<file path="src/rtl/wifi_at_sequencer_pkg.sv">
// Shared definitions for the ESP WiFi AT bring-up sequencer: state encoding,
// response characters and command lengths.
package wifi_at_sequencer_pkg;

    typedef enum logic [2:0] {
        IDLE,
        LOAD,
        STROBE,
        GAP,
        WAIT,
        NEXT,
        DONE,
        ERROR
    } state_t;

    localparam logic [7:0] CHAR_O  = 8'h4F;
    localparam logic [7:0] CHAR_K  = 8'h4B;
    localparam logic [7:0] CHAR_CR = 8'h0D;
    localparam logic [7:0] CHAR_LF = 8'h0A;

    localparam logic [3:0] CMD0_LEN = 4'd4;
    localparam logic [3:0] CMD1_LEN = 4'd6;
    localparam logic [3:0] CMD2_LEN = 4'd13;

    // Expected byte of the "OK\r\n" acknowledgement at matcher position idx.
    function automatic logic [7:0] ok_char(input logic [1:0] idx);
        case (idx)
            2'd0:    ok_char = CHAR_O;
            2'd1:    ok_char = CHAR_K;
            2'd2:    ok_char = CHAR_CR;
            default: ok_char = CHAR_LF;
        endcase
    endfunction

endpackage

</file>
<file path="src/rtl/wifi_at_sequencer_cmd_rom.sv">
// Combinational command ROM: returns one byte of the selected AT command and
// flags the final byte of that command.
module wifi_cmd_rom
    import wifi_at_sequencer_pkg::*;
(
    input  logic [1:0] cmd_idx,
    input  logic [3:0] byte_ptr,
    output logic [7:0] cmd_byte,
    output logic       last
);

    // Strings are left-aligned in a 16-byte field so byte_ptr selects by shifting.
    localparam logic [127:0] CMD0 = {"AT\r\n", 96'h0};
    localparam logic [127:0] CMD1 = {"ATE0\r\n", 80'h0};
    localparam logic [127:0] CMD2 = {"AT+CWMODE=1\r\n", 24'h0};

    logic [127:0] str;
    logic [127:0] shifted;
    logic [3:0]   len;

    always_comb begin
        str = CMD2;
        len = CMD2_LEN;
        case (cmd_idx)
            2'd0: begin
                str = CMD0;
                len = CMD0_LEN;
            end
            2'd1: begin
                str = CMD1;
                len = CMD1_LEN;
            end
            default: begin
                str = CMD2;
                len = CMD2_LEN;
            end
        endcase
        shifted  = str << {byte_ptr, 3'b000};
        cmd_byte = shifted[127:120];
        last     = (byte_ptr == (len - 4'd1));
    end

endmodule

</file>
<file path="src/rtl/wifi_at_sequencer.sv">
// AT bring-up sequencer: streams ROM commands byte-by-byte into the UART
// transmitter, waits for "OK\r\n" from the receiver, retries on timeout.
module wifi_at_sequencer
    import wifi_at_sequencer_pkg::*;
#(
    parameter int BYTE_GAP     = 176,
    parameter int RESP_TIMEOUT = 153600,
    parameter int MAX_RETRY    = 2,
    parameter int NUM_CMDS     = 3
) (
    input  logic       clk,
    input  logic       rst,
    input  logic       start,
    input  logic [7:0] rx_data,
    input  logic       rx_done,
    output logic [7:0] tx_data,
    output logic       tx_wr,
    output logic       busy,
    output logic       done,
    output logic       error,
    output logic [1:0] cmd_idx
);

    localparam logic [7:0]  GAP_LOAD  = 8'(BYTE_GAP - 1);
    localparam logic [17:0] TMO_LOAD  = 18'(RESP_TIMEOUT - 1);
    localparam logic [1:0]  RETRY_LIM = 2'(MAX_RETRY);
    localparam logic [1:0]  LAST_CMD  = 2'(NUM_CMDS - 1);

    state_t      state, state_nxt;
    logic [1:0]  cmd_idx_nxt;
    logic [3:0]  byte_ptr, byte_ptr_nxt;
    logic [1:0]  retry, retry_nxt;
    logic [7:0]  gap_cnt, gap_cnt_nxt;
    logic [17:0] tmo_cnt, tmo_cnt_nxt;
    logic [1:0]  mptr, mptr_nxt;
    logic [7:0]  tx_data_nxt;
    logic        last_r, last_nxt;
    logic        match;
    logic [7:0]  rom_byte;
    logic        rom_last;

    wifi_cmd_rom u_rom (
        .cmd_idx  (cmd_idx),
        .byte_ptr (byte_ptr),
        .cmd_byte (rom_byte),
        .last     (rom_last)
    );

    always_comb begin
        state_nxt    = state;
        cmd_idx_nxt  = cmd_idx;
        byte_ptr_nxt = byte_ptr;
        retry_nxt    = retry;
        gap_cnt_nxt  = gap_cnt;
        tmo_cnt_nxt  = tmo_cnt;
        mptr_nxt     = mptr;
        tx_data_nxt  = tx_data;
        last_nxt     = last_r;
        match        = 1'b0;
        case (state)
            IDLE, DONE, ERROR: begin
                if (start) begin
                    state_nxt    = LOAD;
                    cmd_idx_nxt  = 2'd0;
                    byte_ptr_nxt = 4'd0;
                    retry_nxt    = 2'd0;
                end
            end
            LOAD: begin
                tx_data_nxt = rom_byte;
                last_nxt    = rom_last;
                state_nxt   = STROBE;
            end
            STROBE: begin
                gap_cnt_nxt = GAP_LOAD;
                state_nxt   = GAP;
            end
            GAP: begin
                if (gap_cnt == 8'd0) begin
                    if (last_r) begin
                        mptr_nxt    = 2'd0;
                        tmo_cnt_nxt = TMO_LOAD;
                        state_nxt   = WAIT;
                    end else begin
                        byte_ptr_nxt = byte_ptr + 4'd1;
                        state_nxt    = LOAD;
                    end
                end else begin
                    gap_cnt_nxt = gap_cnt - 8'd1;
                end
            end
            WAIT: begin
                // A stray 'O' may be the start of a fresh "OK", so restart at 1.
                if (rx_done) begin
                    if (rx_data == ok_char(mptr)) begin
                        if (mptr == 2'd3) match = 1'b1;
                        else              mptr_nxt = mptr + 2'd1;
                    end else begin
                        mptr_nxt = (rx_data == CHAR_O) ? 2'd1 : 2'd0;
                    end
                end
                if (match) begin
                    state_nxt = NEXT;
                end else if (tmo_cnt == 18'd0) begin
                    if (retry < RETRY_LIM) begin
                        retry_nxt    = retry + 2'd1;
                        byte_ptr_nxt = 4'd0;
                        state_nxt    = LOAD;
                    end else begin
                        state_nxt = ERROR;
                    end
                end else begin
                    tmo_cnt_nxt = tmo_cnt - 18'd1;
                end
            end
            NEXT: begin
                if (cmd_idx == LAST_CMD) begin
                    state_nxt = DONE;
                end else begin
                    cmd_idx_nxt  = cmd_idx + 2'd1;
                    byte_ptr_nxt = 4'd0;
                    retry_nxt    = 2'd0;
                    state_nxt    = LOAD;
                end
            end
            default: state_nxt = IDLE;
        endcase
    end

    // Outputs are registered from the next state so tx_wr is a clean pulse.
    always_ff @(posedge clk) begin
        if (rst) begin
            state    <= IDLE;
            cmd_idx  <= 2'd0;
            byte_ptr <= 4'd0;
            retry    <= 2'd0;
            gap_cnt  <= 8'd0;
            tmo_cnt  <= 18'd0;
            mptr     <= 2'd0;
            last_r   <= 1'b0;
            tx_data  <= 8'd0;
            tx_wr    <= 1'b0;
            busy     <= 1'b0;
            done     <= 1'b0;
            error    <= 1'b0;
        end else begin
            state    <= state_nxt;
            cmd_idx  <= cmd_idx_nxt;
            byte_ptr <= byte_ptr_nxt;
            retry    <= retry_nxt;
            gap_cnt  <= gap_cnt_nxt;
            tmo_cnt  <= tmo_cnt_nxt;
            mptr     <= mptr_nxt;
            last_r   <= last_nxt;
            tx_data  <= tx_data_nxt;
            tx_wr    <= (state_nxt == STROBE);
            busy     <= (state_nxt inside {LOAD, STROBE, GAP, WAIT, NEXT});
            done     <= (state_nxt == DONE);
            error    <= (state_nxt == ERROR);
        end
    end

endmodule

</file>
<file path="config.mk">
export PLATFORM = sky130hd
export DESIGN_NAME = wifi_at_sequencer
export DESIGN_NICKNAME = d
export VERILOG_FILES = /design/src/rtl/wifi_at_sequencer_pkg.sv /design/src/rtl/wifi_at_sequencer_cmd_rom.sv /design/src/rtl/wifi_at_sequencer.sv
export SDC_FILE = /design/constraint.sdc
export NUM_CORES = 1
export LEC_CHECK = 0
export CORE_ASPECT_RATIO = 1.4
export CORE_MARGIN = 2
export CORE_UTILIZATION = 40
export DETAILED_ROUTE_END_ITERATION = 8
export MAX_ROUTING_LAYER = met4
export SYNTH_ARGS = -nofsm -noshare
export SYNTH_HDL_FRONTEND = slang
export SYNTH_SLANG_ARGS = --single-unit
</file>
<file path="constraint.sdc">
create_clock -name clk -period 3 [get_ports clk]
set_input_delay 0.3 -clock clk [delete_from_list [all_inputs] [get_ports clk]]
set_output_delay 0.3 -clock clk [all_outputs]
set_load 0.03 [all_outputs]
</file>
After elaboration in Yosys (flattened, before gate mapping)
Index checks and enable logic that the tools add are counted.
Word-level totals
  flip-flop bits (word level): 52
  input bits: 12
  output and inout bits: 14
  word-level logic and storage cells: 121
Cells by class
  $add $sub $neg: 7
  $lt $le $gt $ge: 1
  equality and inequality tests: 34
  shift operators: 1
  multiplexer cells: 47
  reduce and logical (&&, ||, !) cells: 18
Operator list (count)
  one-hot mux 111 bit (2 select lines): 1
  << shifter 127 x 7 -> 128 bit: 1
  2-to-1 mux 18 bit: 4
  one-hot mux 18 bit (2 select lines): 1
  2-to-1 mux 4 bit: 7
  equality test 3 bit, second input constant: 8
  2-to-1 mux 8 bit: 3
  2-to-1 mux 2 bit: 11
  != test 2 bit, second input constant: 11
  2-to-1 mux 3 bit: 7
  one-hot mux 7 bit (3 select lines): 1
  zero test 18 bit: 1
  one-hot mux 3 bit (6 select lines): 1
  subtractor 18 x 1 -> 18 bit, second input constant: 1
  one-hot mux 4 bit (4 select lines): 1
  one-hot mux 8 bit (2 select lines): 1
  equality test 3 x 2 -> 1 bit, second input constant: 4
  AND reduction 5 bit: 2
  equality test 8 x 7 -> 1 bit, second input constant: 1
  equality test 8 bit: 1
  zero test 8 bit: 1
  one-hot mux 2 bit (2 select lines): 2
  one-hot mux 4 bit (2 select lines): 1
  AND reduction 8 bit: 1
  22 further kinds: 35

Depth between registers and ports, before layout
  depth after elaboration: 12
  depth in mapped cells: 10

Hierarchy
From an unflattened synthesis, not the netlist that was laid out.
Unflattened totals
  cells, all modules: 396
  area total of the unflattened synthesis: 3189.3 µm²
Modules (own cells, without submodules)
  wifi_at_sequencer: times used 1, cells an instance 329, area each 2808.9 µm²
  wifi_cmd_rom: times used 1, cells an instance 67, area each 380.4 µm²

Worst setup path before layout
Ideal clock, no wire load.
  kind: flip-flop to flip-flop
  start point: register gap_cnt[0]
  end point: register busy
  setup time: 0.144 ns
  arrival time: 2.145 ns
  required time: 2.856 ns
  path slack: 0.711 ns
  cell stages (with the launch flop): 9
  buffers on the path: 1
  period minus slack after synthesis: 2.289 ns
  cell sequence: dfxtp_1 inv_1 ha_1 or3b_2 clkbuf_1 o31a_1 a211o_1 o31ai_1 a31oi_1
On the way
  word-level cells in the longest chain between the ends: 5
  elaborated cells on any way between the ends: 9
  classes of those cells: eq/ne (5); mux (2); reduce/logical (2)
Ends and longest elaborated chain
  start: declaration: RTL line wifi_at_sequencer.sv:33  | logic [7:0] gap_cnt, gap_cnt_nxt;
  start signal: assignment: RTL line wifi_at_sequencer.sv:151  | gap_cnt <= gap_cnt_nxt;
  zero test 8 bit *: RTL line wifi_at_sequencer.sv:79  | if (gap_cnt == 8'd0) begin
  2-to-1 mux 3 bit *: RTL line wifi_at_sequencer.sv:79
  one-hot mux 3 bit (6 select lines) *: RTL line wifi_at_sequencer.sv:60  | case (state)
  equality test 3 x 1 -> 1 bit (tied with other cells): RTL line wifi_at_sequencer.sv:157  | busy <= (state_nxt inside {LOAD, STROBE, GAP, WAIT, NEXT});
  nonzero test 5 bit *: RTL line wifi_at_sequencer.sv:157
  end signal: assignment: RTL line wifi_at_sequencer.sv:157
  end: declaration: RTL line wifi_at_sequencer.sv:18  | output logic busy,
Every way passes the cells marked *; elsewhere a longest branch is shown, timed or not.
A chain may end at the register's enable or synchronous reset.

Final worst setup path
  start point: register gap_cnt[0]
  end point: register tmo_cnt[15]
On the way
  word-level cells in the longest chain between the ends: 3
Ends and longest elaborated chain
  zero test 8 bit: RTL line wifi_at_sequencer.sv:79
  != test 2 bit (no line)
  AND reduction 5 bit (no line)
  end signal: assignment: RTL line wifi_at_sequencer.sv:152  | tmo_cnt <= tmo_cnt_nxt;
  end: declaration: RTL line wifi_at_sequencer.sv:34  | logic [17:0] tmo_cnt, tmo_cnt_nxt;
No other way between the ends.

==> results.yml <==
run_status:
  run_status: "complete, no violations"
critical_path:
  arrival_ps: 2730
  cp_num_buf_inv: 1
  cpMaxStageDelayCell: "a2111oi_0"
  max_stage_delay_ps: 560
  critPathRequiredTime_ps: 3210
  setup.worst_path.start_class: "flop"
  path_max_fanout: 8
  path_cells: "inv_1, ha_1, or3b_2, nor2_1, nand3_1, a2111oi_0, xnor2_1, nor2_1"
  critPathTopFamily: "simple AND/OR/NAND/NOR gates"
  cp_common_cell: "nor2_1"
  critical_path_class: "reg2reg"
  endpoint_kind: "flop"
clocking:
  insertion_delay_ps: 300
  cts_tree: "yes"
  cts_resized: 0
  cts_hold_buffers: 0
  numCtsBuffers: 5
  root_buffer: "clkbuf_8"
  ctsHtreeMaxLevel: 2
  cts_sinks: 51
  cts_buffer_depth: 2
  post_cts_buffers: 0
  clk_pin_slew_ps: 100
final_layout:
  antenna_cells: 0
  n_fill_cell: 775
  drive_gt1_frac: 0.0628
  utilization: 0.468
  stdcell_count: 514
  fin_area_um2: 3600
  finalNetCount: 438
  syn2layout_area_growth_pct: 14.0
synthesis:
  synth-edff-count: 0
  synth_ff_type: "dfxtp_1"
  async_flop_share: 0
  yosysTopAreaCell: "dfxtp_1"
  ys_seq_area_frac: 0.323
  ys_ff_latch: 51
  synth_top_area_frac: 0.323
  ys_types: 63
  ys_warn_count: 0
  synth.area.top_cells: "dfxtp_1 32%, xnor2_1 6.4%, a21oi_1 5.9%, nor2_1 5.2%, ha_1 5.1%"
  synthCells: 399
  synth_area_um2: 3160
  syn_nets: 424
  syn_avg_cell_area_um2: 7.92
sta:
  period_share: 0.841
  max_freq_ghz: 0.396
  fin_setup_tns_ps: 0
  setup_viol: 0
  maxSlewViolCount: 0
  relSlewSlack: 0.429
  clock_skew_ps: 5.92
  tightest_slew_ps: 855
  hold_viol: 0
  grt_setup_unrepaired: "false"
  min_period_ps: 2520
floorplanning:
  die_h_um: 109
  io_pins: 26
  rows: 38
  initial_utilization: 0.410
  dieArea_um2: 8640
  fp.coreArea_um2: 7700
  die_w_um: 79.1
place:
  dp.cells: 506
  gp_congestion: 0.835
  io_buffers: 24
  dpl_cell_area_um2: 3480
  place_hpwl_um: 5360
detailed_routing:
  totalWireLength_um: 7220
  postRouteAntennaNets: 0
  drtIter0Drc: 76
  num_vias: 2825
  viasPerCell: 5.50
  drt-wirelength-per-cell_um: 14.0
  drt_pass1_iterations: 4
  drc_errors: 0
grt:
  grt-ovfl-total: 0
  grt_usage: 0.180
  grt_pass1_wl_um: 12100
  grt_max_degree: 27
  grt_pass1_vias: 2688
  antenna_found_initial: 0
power:
  power.total_mw: 1.51
  max-vdd-ir-drop_mv: 0.233
  leakagePower_nw: 1.24
  p_per_area_nw_per_um2: 418
run:
  cap_viol_max_count: 0
hold_path:
  hp-class: "reg2reg"
==> placed cells by master, fill, tap and decap left out, drive strengths merged, types with 7 or more instances in the layout <==
cell            n
nor2           44
buf             8
nor3           26
a21oi          38
dfxtp          51
o21ai          20
ha             13
clkdlybuf4s50  24
nand2          22
nor4            7
inv            19
nand3          10
xnor2          23
==> cell usage after synthesis, types with 5 or more instances <==
master	n
nor3_1	26
xnor2_1	23
dfxtp_1	51
or3_1	6
xor2_1	6
nand3_1	10
a211oi_1	5
nand2b_1	5
clkbuf_1	17
inv_1	18
nand2_1	22
a31oi_1	5
ha_1	13
o21ai_0	19
nor4_1	7
mux2i_1	6
nor2_1	44
a21oi_1	37
==> layer usage <==
| metal | up-vias | wire, um | part of all wire | global-route usage |
|---|---|---|---|---|
| li1 | 1454 | - | - | - |
| met1 | 1318 | 3140 | 0.43 | 0.195 |
| met2 | 38 | 3770 | 0.52 | 0.329 |
| met3 | 15 | 140 | 0.019 | 0.0257 |
| met4 | 0 | 178 | 0.025 | 0.0714 |
| met5 | - | 0 | 0 | - |
==> flip-flops by register name, indices dropped and copies added (netlist names) <==
signal and cells:
last_r 1, error 1, gap_cnt 8, tx_wr 1, byte_ptr 4, tx_data 7
cmd_idx 2, busy 1, state 3, done 1, retry 2, mptr 2
tmo_cnt 18
==> where the power goes <==
group,total [mW],internal [mW],switching [mW]
Combinational,0.259,0.111,0.149
Sequential,0.735,0.706,0.0288
Clock,0.514,0.275,0.239
Total,1.51,1.09,0.417
==> worst register-to-register path, stage by stage, from the launching register on <==
cell and delay (ps):
dfxtp_1 350, inv_1 60, ha_1 150, or3b_2 520, nor2_1 240, nand3_1 310, a2111oi_0 570, xnor2_1 180
nor2_1 50
==> worst paths after layout <==
path / startpoint / end / slack (ps) / cells past startpoint
worst max-delay path: gap_cnt[0] / tmo_cnt[15] / 480 / 8
worst min-delay path: tx_data[2] / tx_data[2] / 460 / 2
worst max register to register: gap_cnt[0] / tmo_cnt[15] / 480 / 8
worst min register to register: tx_data[2] / tx_data[2] / 460 / 2
==> layout make-up <==
cell class,count,area [um2],area share
tap,100,125,0.0347
timing repair buffer,32,300,0.0833
inverter,18,67.6,0.0187
sequential,51,1020,0.283
clock buffer,6,82.6,0.0229
clock inverter,2,38.8,0.0108
multi-input combinational,305,1970,0.546
==> per-stage QoR <==
step	hold slack [ps]	worst slack (ps)
finish	457	478
global route	475	238
CTS	458	427
detailed placement	445	440
global placement	449	466
floorplan	459	711
==> cell families (layout without fill, tap and decap cells) <==
logic type / after synthesis / count (layout) / share of synthesized area
flip-flops: 51 / 51 / 0.323
other: 1 / 1 / 0.00119
multiplexers: 6 / 6 / 0.0190
AO/OA/AOI/OAI: 100 / 100 / 0.205
buffers and inverters: 43 / 58 / 0.0542
AND/OR/NAND/NOR: 156 / 156 / 0.266
adder cells (fa/ha/maj): 13 / 13 / 0.0514
XOR/XNOR: 29 / 29 / 0.0803
Note: power is estimated with default switching activity, not from simulation.
